==> src/rtl/video_sync_analyzer.sv <==
// video_sync_analyzer: measures raster timing and reports lock and mode changes; define VIDEO_ANALYZER_CRC_EN to build the per-frame pixel CRC
module video_sync_analyzer #(
  parameter int HW = 12,
  parameter int VW = 11,
  parameter int LOCK_FRAMES = 3
) (
  input  logic          clk_i,
  input  logic          rst_i,
  input  logic          dclk_i,
  input  logic          hs_n_i,
  input  logic          vs_n_i,
  input  logic [7:0]    r_i,
  input  logic [7:0]    g_i,
  input  logic [7:0]    b_i,
  output logic [HW-1:0] h_total_o,
  output logic [HW-1:0] h_sync_o,
  output logic [VW-1:0] v_total_o,
  output logic [VW-1:0] v_sync_o,
  output logic          frame_start_o,
  output logic          locked_o,
  output logic          mode_change_o,
  output logic [15:0]   frame_crc_o
);
  localparam int MW = $clog2(LOCK_FRAMES);
  typedef enum logic [1:0] {SEARCH, TRACK, LOCK} state_t;
  state_t state_q;
  logic hs_prev_q, vs_prev_q, line_started_q, ref_valid_q, bad_q, first_q, prev_ok_q;
  logic [HW-1:0] h_cnt_q, hs_w_q, ref_len_q, h_total_q, h_sync_q;
  logic [VW-1:0] v_cnt_q, vs_w_q, v_total_q, v_sync_q;
  logic [VW:0] wd_q;
  logic [MW-1:0] match_q, match_nx;
  logic frame_start_q, locked_q, mc_q;
  logic hs_fall, hs_rise, close, h_max, v_max, full_line, ref_set, len_bad, bad_cur, good_same, trip;
  logic [HW-1:0] h_inc, ref_cur;
  logic [VW-1:0] v_cur, vs_cur;
  assign hs_fall   = dclk_i & hs_prev_q & ~hs_n_i;
  assign hs_rise   = dclk_i & ~hs_prev_q & hs_n_i;
  assign close     = dclk_i & vs_prev_q & ~vs_n_i;
  assign h_max     = &h_cnt_q;
  assign v_max     = &v_cnt_q;
  assign h_inc     = h_cnt_q + 1'b1;
  assign full_line = hs_fall & line_started_q;
  assign ref_set   = full_line & ~ref_valid_q;
  assign ref_cur   = ref_set ? h_inc : ref_len_q;
  assign len_bad   = full_line & ref_valid_q & (h_inc != ref_len_q);
  assign v_cur     = (hs_fall & ~v_max) ? v_cnt_q + 1'b1 : v_cnt_q;
  assign vs_cur    = (hs_fall & ~vs_n_i & ~(&vs_w_q)) ? vs_w_q + 1'b1 : vs_w_q;
  assign bad_cur   = bad_q | len_bad | (dclk_i & h_max) | (hs_fall & v_max) | first_q;
  assign good_same = ~bad_cur & (ref_cur == h_total_q) & (v_cur == v_total_q);
  assign match_nx  = match_q + 1'b1;
  assign trip      = ~close & (wd_q[VW] | (dclk_i & h_max & ~hs_fall));
  // raster counters and frame-close snapshot of the measurements
  always_ff @(posedge clk_i or posedge rst_i) begin
    if (rst_i) begin
      hs_prev_q      <= 1'b1;
      vs_prev_q      <= 1'b1;
      h_cnt_q        <= '0;
      hs_w_q         <= '0;
      line_started_q <= 1'b0;
      ref_len_q      <= '0;
      ref_valid_q    <= 1'b0;
      v_cnt_q        <= '0;
      vs_w_q         <= '0;
      bad_q          <= 1'b0;
      first_q        <= 1'b1;
      wd_q           <= '0;
      frame_start_q  <= 1'b0;
      h_total_q      <= '0;
      h_sync_q       <= '0;
      v_total_q      <= '0;
      v_sync_q       <= '0;
    end else begin
      if (dclk_i) begin
        hs_prev_q <= hs_n_i;
        vs_prev_q <= vs_n_i;
        h_cnt_q   <= hs_fall ? '0 : (h_max ? h_cnt_q : h_inc);
      end
      if (hs_fall) line_started_q <= 1'b1;
      if (hs_rise) hs_w_q <= h_inc;
      ref_len_q     <= ref_cur;
      ref_valid_q   <= close ? 1'b0 : (ref_valid_q | ref_set);
      v_cnt_q       <= close ? '0 : v_cur;
      vs_w_q        <= close ? '0 : vs_cur;
      bad_q         <= close ? 1'b0 : bad_cur;
      first_q       <= close ? 1'b0 : first_q;
      wd_q          <= close ? '0 : ((hs_fall & ~wd_q[VW]) ? wd_q + 1'b1 : wd_q);
      frame_start_q <= close;
      if (close) begin
        h_total_q <= ref_cur;
        h_sync_q  <= hs_w_q;
        v_total_q <= v_cur;
        v_sync_q  <= vs_cur;
      end
    end
  end
  // lock tracking, evaluated at each frame close, with the watchdog forcing a fresh search
  always_ff @(posedge clk_i or posedge rst_i) begin
    if (rst_i) begin
      state_q   <= SEARCH;
      match_q   <= '0;
      prev_ok_q <= 1'b0;
      locked_q  <= 1'b0;
      mc_q      <= 1'b0;
    end else begin
      mc_q <= 1'b0;
      if (close) begin
        prev_ok_q <= ~bad_cur;
        case (state_q)
          SEARCH: begin
            state_q <= TRACK;
            match_q <= '0;
          end
          TRACK: begin
            match_q <= (good_same & prev_ok_q) ? match_nx : '0;
            if (good_same & prev_ok_q & (match_nx == MW'(LOCK_FRAMES - 1))) begin
              state_q  <= LOCK;
              locked_q <= 1'b1;
            end
          end
          default: if (!good_same) begin
            state_q  <= TRACK;
            locked_q <= 1'b0;
            mc_q     <= 1'b1;
            match_q  <= '0;
          end
        endcase
      end else if (trip) begin
        state_q  <= SEARCH;
        locked_q <= 1'b0;
        mc_q     <= locked_q;
        match_q  <= '0;
      end
    end
  end
`ifdef VIDEO_ANALYZER_CRC_EN
  logic [15:0] crc_q, crc_nx, frame_crc_q;
  logic [23:0] px;
  assign px = {r_i, g_i, b_i};
  // CRC-16-CCITT over the 24 pixel bits, MSB first
  always_comb begin
    crc_nx = crc_q;
    for (int i = 23; i >= 0; i--) crc_nx = {crc_nx[14:0], 1'b0} ^ ((crc_nx[15] ^ px[i]) ? 16'h1021 : 16'h0000);
  end
  // accumulate active pixels, publish and reseed at frame close
  always_ff @(posedge clk_i or posedge rst_i) begin
    if (rst_i) begin
      crc_q       <= 16'hFFFF;
      frame_crc_q <= '0;
    end else begin
      crc_q       <= close ? 16'hFFFF : ((dclk_i & hs_n_i & vs_n_i) ? crc_nx : crc_q);
      frame_crc_q <= close ? crc_q : frame_crc_q;
    end
  end
  assign frame_crc_o = frame_crc_q;
`else
  logic unused_rgb;
  assign unused_rgb  = ^{r_i, g_i, b_i};
  assign frame_crc_o = 16'h0000;
`endif
  assign h_total_o     = h_total_q;
  assign h_sync_o      = h_sync_q;
  assign v_total_o     = v_total_q;
  assign v_sync_o      = v_sync_q;
  assign frame_start_o = frame_start_q;
  assign locked_o      = locked_q;
  assign mode_change_o = mc_q;
endmodule

==> config.mk <==
export PLATFORM = sky130hd
export DESIGN_NAME = video_sync_analyzer
export DESIGN_NICKNAME = d
export VERILOG_FILES = /design/src/rtl/video_sync_analyzer.sv
export SDC_FILE = /design/constraint.sdc
export NUM_CORES = 1
export LEC_CHECK = 0
export ABC_AREA = 1
export CAP_MARGIN = 20
export CORE_MARGIN = 2
export CORE_UTILIZATION = 30
export DETAILED_ROUTE_END_ITERATION = 10
export PLACE_DENSITY = 0.61
export SLEW_MARGIN = 20
export SYNTH_ARGS = -nofsm -noshare
export SYNTH_HDL_FRONTEND = slang
export SYNTH_SLANG_ARGS = --single-unit
==> constraint.sdc <==
create_clock -name clk_i -period 4.8 [get_ports clk_i]
set_input_delay 1.44 -clock clk_i [delete_from_list [all_inputs] [get_ports clk_i]]
set_output_delay 1.44 -clock clk_i [all_outputs]
set_load 0.02 [all_outputs]
# ---- Yosys cells after proc, flatten, opt, wreduce, memory -nomap -nowiden
# Cells that the tools add are included.
dict set report word_totals {
  reg_bits 130
  latchBits 0
  ram_bits 0
  mem_bits_ro 0
  inputBits 29
  out_inout_bits 65
  word_cells 115
  n_memories 0
}
dict set report op_classes {
  n_addsub 5
  n_mul 0
  n_div 0
  n_lt_le_gt_ge 0
  n_eq_ne 10
  shift 0
  muxes 29
  bitwise 38
  n_reduce_logical 11
}
# operator n
set op_table {}
lappend op_table {{12-bit two-way mux} 5}
lappend op_table {{11-bit two-way mux} 4}
lappend op_table {{12-bit by 1-bit adder with 12-bit output (second input constant)} 2}
lappend op_table {{11-bit by 1-bit adder with 11-bit output (second input constant)} 2}
lappend op_table {{1-bit AND} 22}
lappend op_table {{11-bit AND reduction} 2}
lappend op_table {{2-bit two-way mux} 7}
lappend op_table {{12-bit == test} 1}
lappend op_table {{12-bit != test} 1}
lappend op_table {{12-bit AND reduction} 1}
lappend op_table {{11-bit == test} 1}
lappend op_table {{1-bit two-way mux} 10}
lappend op_table {{1-bit NOT} 10}
lappend op_table {{2-bit case mux with 2 select lines} 2}
lappend op_table {{1-bit OR} 6}
lappend op_table {{2-bit != test (second input constant)} 2}
lappend op_table {{4-bit by 2-bit != test with 1-bit output (second input constant)} 1}
lappend op_table {{2-bit AND reduction} 2}
lappend op_table {{4-bit AND reduction} 1}
lappend op_table {{2-bit nonzero test} 2}
lappend op_table {{3-bit by 2-bit != test with 1-bit output (second input constant)} 1}
lappend op_table {{3-bit != test (second input constant)} 1}
lappend op_table {{3-bit AND reduction} 1}
lappend op_table {{2-bit by 1-bit adder with 2-bit output (second input constant)} 1}
lappend op_table {{5 further kinds} 5}

# ---- Longest topological paths before layout
dict set report logic_depth {
  word_depth 17
  ltp_mapped 21
  depth_no_buf 21
}

# ---- Least setup slack after synthesis
# OpenSTA, ideal clock, no wires.
dict set report synth_timing {
  path_kind {input to register}
  from {input port hs_n_i}
  to {register locked_q (netlist: locked_o)}
  t_arrival_ps 2934
  required_time_ps 4682
  slack_ps 1748
  path_stages 17
  path_cell_list {inv_1 > nand4_2 > nor2_4 > buf_6 > nand3_1 > nand3_1 > nand2_1 > nor2_1 > nand2_1 > nor2_1 > nand2_1 > nor2_2 > nand2_1 > o21ai_2 > inv_2 > nand3_1 > nand2_1}
}
dict set report synth_via {
  elab_chain_len 16
  elab_cells_between_ends 29
  cone_classes {eq/ne: 4; mux: 2; bitwise: 21; reduce/logical: 2}
}
# item line
set synth_rtl {}
lappend synth_rtl {{start: declaration} 10} ;# input logic hs_n_i,
lappend synth_rtl {{1-bit NOT *} 36} ;# assign hs_fall = dclk_i & hs_prev_q & ~hs_n_i;
lappend synth_rtl {{1-bit AND *} 36}
lappend synth_rtl {{1-bit AND} 42} ;# assign full_line = hs_fall & line_started_q;
lappend synth_rtl {{1-bit AND (2 in series)} 45} ;# assign len_bad = full_line & ref_valid_q & (h_inc != ref_len_q);
lappend synth_rtl {{1-bit OR (4 in series)} 48} ;# assign bad_cur = bad_q | len_bad | (dclk_i & h_max) | (hs_fall & v_max) | first_q;
lappend synth_rtl {{1-bit NOT} 49} ;# assign good_same = ~bad_cur & (ref_cur == h_total_q) & (v_cur == v_total_q);
lappend synth_rtl {{1-bit AND (2 in series)} 49}
lappend synth_rtl {{1-bit AND (2 in series)} 115} ;# if (good_same & prev_ok_q & (match_nx == MW'(LOCK_FRAMES - 1))) begin
lappend synth_rtl {{3-bit != test (no line)} -}
lappend synth_rtl {{4-bit AND reduction (no line) *} -}
lappend synth_rtl {{end signal: assignment} 117} ;# locked_q <= 1'b1;
lappend synth_rtl {{end signal: assignment} 122} ;# locked_q <= 1'b0;
lappend synth_rtl {{end signal: assignment} 129} ;# locked_q <= 1'b0;
lappend synth_rtl {{end: declaration} 32} ;# logic frame_start_q, locked_q, mc_q;
# Every way passes the cells marked *; elsewhere a longest branch is shown, timed or not.
# A chain may end at the register's enable or synchronous reset.

# ---- Worst setup path after layout
dict set report layout_timing {
  from {input port dclk_i}
  to {register state_q[1]}
}
dict set report layout_via {
  elab_chain_len 16
  elab_cells_between_ends 34
  cone_classes {eq/ne: 4; mux: 3; bitwise: 25; reduce/logical: 2}
}
# item line
set layout_rtl {}
lappend layout_rtl {{start: declaration} 9} ;# input logic dclk_i,
lappend layout_rtl {{1-bit AND (2 in series)} 36}
lappend layout_rtl {{1-bit AND} 42}
lappend layout_rtl {{1-bit AND (2 in series)} 45}
lappend layout_rtl {{1-bit OR (4 in series)} 48}
lappend layout_rtl {{1-bit NOT} 49}
lappend layout_rtl {{1-bit AND (2 in series)} 49}
lappend layout_rtl {{1-bit AND (2 in series)} 115}
lappend layout_rtl {{3-bit != test (no line)} -}
lappend layout_rtl {{3-bit AND reduction (no line)} -}
lappend layout_rtl {{end signal: assignment} 116} ;# state_q <= LOCK;
lappend layout_rtl {{end signal: assignment} 121} ;# state_q <= TRACK;
lappend layout_rtl {{end signal: assignment} 128} ;# state_q <= SEARCH;
lappend layout_rtl {{end: declaration} 26} ;# state_t state_q;
# Several ways; a longest one is shown, not always the timed one.

==> flow_summary_export.csv <==
group,metric,value,unit
status,outcome,"finished clean",
drt,wl,15400,um
clock_network,cts_tree,"yes",
grt,antenna_found_initial,0,
clock_network,cts_inserted_buffers,17,
timing,tightest_slew,715,ps
clock_network,clockBufferDepth,2,
clock_network,cts_resized,0,
clock_network,path_clk_slew,60,ps
drt,drt-initial-drc-count,282,
cells_and_area,drive_gt1_frac,0.0705,
drt,drcViolationCount,0,
floorplan,core,0.0219,mm2
logic_synthesis,synth_cells,882,
logic_synthesis,yosysTopAreaCellShare,0.473,
cells_and_area,nNetsFinal,972,
logic_synthesis,ys_ff_latch,130,
worst_setup_path,start_kind,"input port",
logic_synthesis,synth-seq-area-share,0.485,
logic_synthesis,synth-warning-count,0,
clock_network,clk_latency,420,ps
timing,drv_slew,0,
clock_network,clkSinkCount,130,
logic_synthesis,netlist_top_cells_area,"dfrtp_1 47%, nand2_1 16%, nand3_1 7.0%",
worst_setup_path,cp-end-kind,"flop",
min_path,whs_path_depth,2,
floorplan,die_area,0.0236,mm2
clock_network,postCtsSetupBuffers,0,
worst_setup_path,required,5100,ps
logic_synthesis,syn_area_per_cell,7.61,um2
pwr,ir_drop,159,uV
cells_and_area,n_antenna_cell,0,
logic_synthesis,yosys.area.top_type,"dfrtp_1",
floorplan,rows,54,
logic_synthesis,synth_area,0.00672,mm2
pwr,power,3760,uW
placement,port-buffer-count,53,
floorplan,die_width,154,um
cells_and_area,post-route-util,0.372,
logic_synthesis,synth_flop_cell,"dfrtp_1",
timing,rsz0062_at_grt,"no",
worst_setup_path,critical_path.max_stage_delay,690,ps
floorplan,ios,94,
worst_setup_path,rr_worst_depth,17,
drt,ant_nets,0,
worst_setup_path,critical_path_class,"input port to flop",
min_path,hp-class,"flop to flop",
worst_setup_path,crit_fanout,13,
drt,vias_per_cell,4.61,
floorplan,die-height,154,um
logic_synthesis,synth.distinct_cells,39,
clock_network,cts_hold_buf,0,
timing,setup_viol,0,
timing,finalWorstSetupSlack,932,ps
placement,place.gp.congestion,0.824,
timing,slew_headroom,0.522,
timing,setup_tns,0,ps
run,drv_cap,0,
cells_and_area,fill_cells,2294,
timing,min_period,3870,ps
timing,timing.fmax,0.259,GHz
grt,grtUsageTotal,0.137,
grt,grt_pass1_wl,26400,um
floorplan,start_util,0.307,
logic_synthesis,synth_edf_count,0,
drt,firstDrtPassIters,5,
worst_setup_path,cp.arrival,4170,ps
timing,period_share,0.806,
worst_setup_path,critPathSlowestCell,"clkdlybuf4s50_1",
clock_network,cts_root_buf,"clkbuf_16",
placement,post-dp-hpwl,10600,um
pwr,p_per_area,463,mW/mm2
worst_setup_path,path_cells,"clkdlybuf4s50_1 -> nand4_2 -> nor2_4 -> nand3_1 -> nand3_1 -> nand2_1 -> nor2_1 -> nand2_1 -> nor2_1 -> nand2_1 -> nor2_2 -> nand2_1 -> o21ai_2 -> inv_2 -> nand3_1 -> nand2_1",
clock_network,htreeDepth,4,
timing,finalHoldViolCount,0,
logic_synthesis,synthArstFlopShare,1.00,
drt,vias,5676,
placement,dp_slack,470,ps
pwr,power.leakage,0.00389,uW
grt,grt.overflow.total,0,
worst_setup_path,cp_common_cell,"nand2_1",
drt,wl_per_cell,12.5,um
grt,grt_pass1_vias,5404,
timing,fin_skew,8.95,ps
grt,grt_max_degree,116,
cells_and_area,area_growth,21.2,%
-- final timing paths --
kind	start	to	slack (ps)
hold reg to reg	first_q$_DFFE_PP1P_	first_q$_DFFE_PP1P_	440
setup / recovery	dclk_i	state_q[1]$_DFFE_PP0P_	930
hold / removal	first_q$_DFFE_PP1P_	first_q$_DFFE_PP1P_	440
min in group asynchronous	rst_i	v_total_o[8]$_DFFE_PP0P_	1360
max in group asynchronous	rst_i	h_sync_o[2]$_DFFE_PP0P_	2500
setup reg to reg	v_cnt_q[0]$_DFF_PP0_	state_q[1]$_DFFE_PP0P_	1580
-- layout by cell type (no fill, tap or decap), drive strengths merged, types with 7 or more instances in the layout --
cell type / Yosys / layout
conb: 1 / 16
xor2: 16 / 16
nand3: 96 / 96
clkdlybuf4s50: 0 / 53
inv: 97 / 99
a21oi: 12 / 12
nor2: 81 / 81
clkinv: 0 / 7
buf: 22 / 8
nor3: 8 / 8
clkbuf: 17 / 17
nand4: 14 / 14
dfrtp: 127 / 127
nand2: 286 / 286
o21ai: 70 / 70
-- registers in the layout, indices dropped and copies added, names as in the netlist, 2 cells and up --
register and flops:
ref_len_q 12, h_cnt_q 12, v_cnt_q 11, v_total_o 11, v_sync_o 11, hs_w_q 12, h_total_o 12, match_q 2
h_sync_o 12, wd_q 12, vs_w_q 11, state_q 2
-- where the power goes --
group	total, uW	switching [uW]	leakage, uW	internal, uW
registers	1440	159	0.00173	1280
clock network	1390	516	0.000308	876
logic	932	559	0.00185	373
-- synth_stat cells, types with 5 or more instances --
cell / instances
o22ai_1: 5
nand3b_1: 5
nor3_1: 8
nand2_2: 5
a21oi_1: 12
dfrtp_1: 127
nand4_1: 13
nand2_1: 281
ha_1: 5
o21ai_0: 68
nand3_1: 94
inv_1: 93
xor2_1: 16
nor2_1: 76
clkbuf_1: 17
buf_4: 17
-- metrics by stage --
stage | hold WS, ps | cells | instance area (um2)
after floorplan | 424 | 897 | 6780
after global placement | 430 | 1199 | 7500
after detailed placement | 434 | 1199 | 7500
after CTS | 443 | 1231 | 8140
after global routing | 486 | 1231 | 8140
final | 442 | 1231 | 8140
-- critical path: cells and delay by family --
family	cells	cell delay, ps
simple gates	13	1790
compound gates	1	170
buf+inv	2	760
-- cell type report --
cell class / count / area, um2 / share of cell area
clock buffers: 17 / 425 / 0.0523
multi-input cells: 631 / 2930 / 0.360
well taps: 280 / 350 / 0.0431
inverters: 97 / 368 / 0.0452
flip-flops and latches: 130 / 3260 / 0.400
repair buffers: 61 / 603 / 0.0741
clock inverters: 15 / 208 / 0.0255
-- metal layers --
layer | vias up | track usage | share of wire | wire, um
li1 | 2897 | - | - | -
met1 | 2665 | 0.184 | 0.49 | 7460
met2 | 97 | 0.214 | 0.46 | 7030
met3 | 17 | 0.0366 | 0.043 | 665
met4 | 0 | 0.0459 | 0.013 | 195
met5 | - | 0 | 0 | 0
-- cell families after synthesis --
| logic type | count (synthesis) | synth area share |
|---|---|---|
| adder cells (fa/ha/maj) | 5 | 0.00932 |
| other | 1 | 0.000558 |
| flip-flops | 130 | 0.485 |
| multiplexers | 1 | 0.00149 |
| AO/OA/AOI/OAI | 91 | 0.0704 |
| XOR/XNOR | 20 | 0.0283 |
| AND/OR/NAND/NOR | 498 | 0.317 |
| buffers and inverters | 136 | 0.0881 |
(Power assumes the default switching activity.)
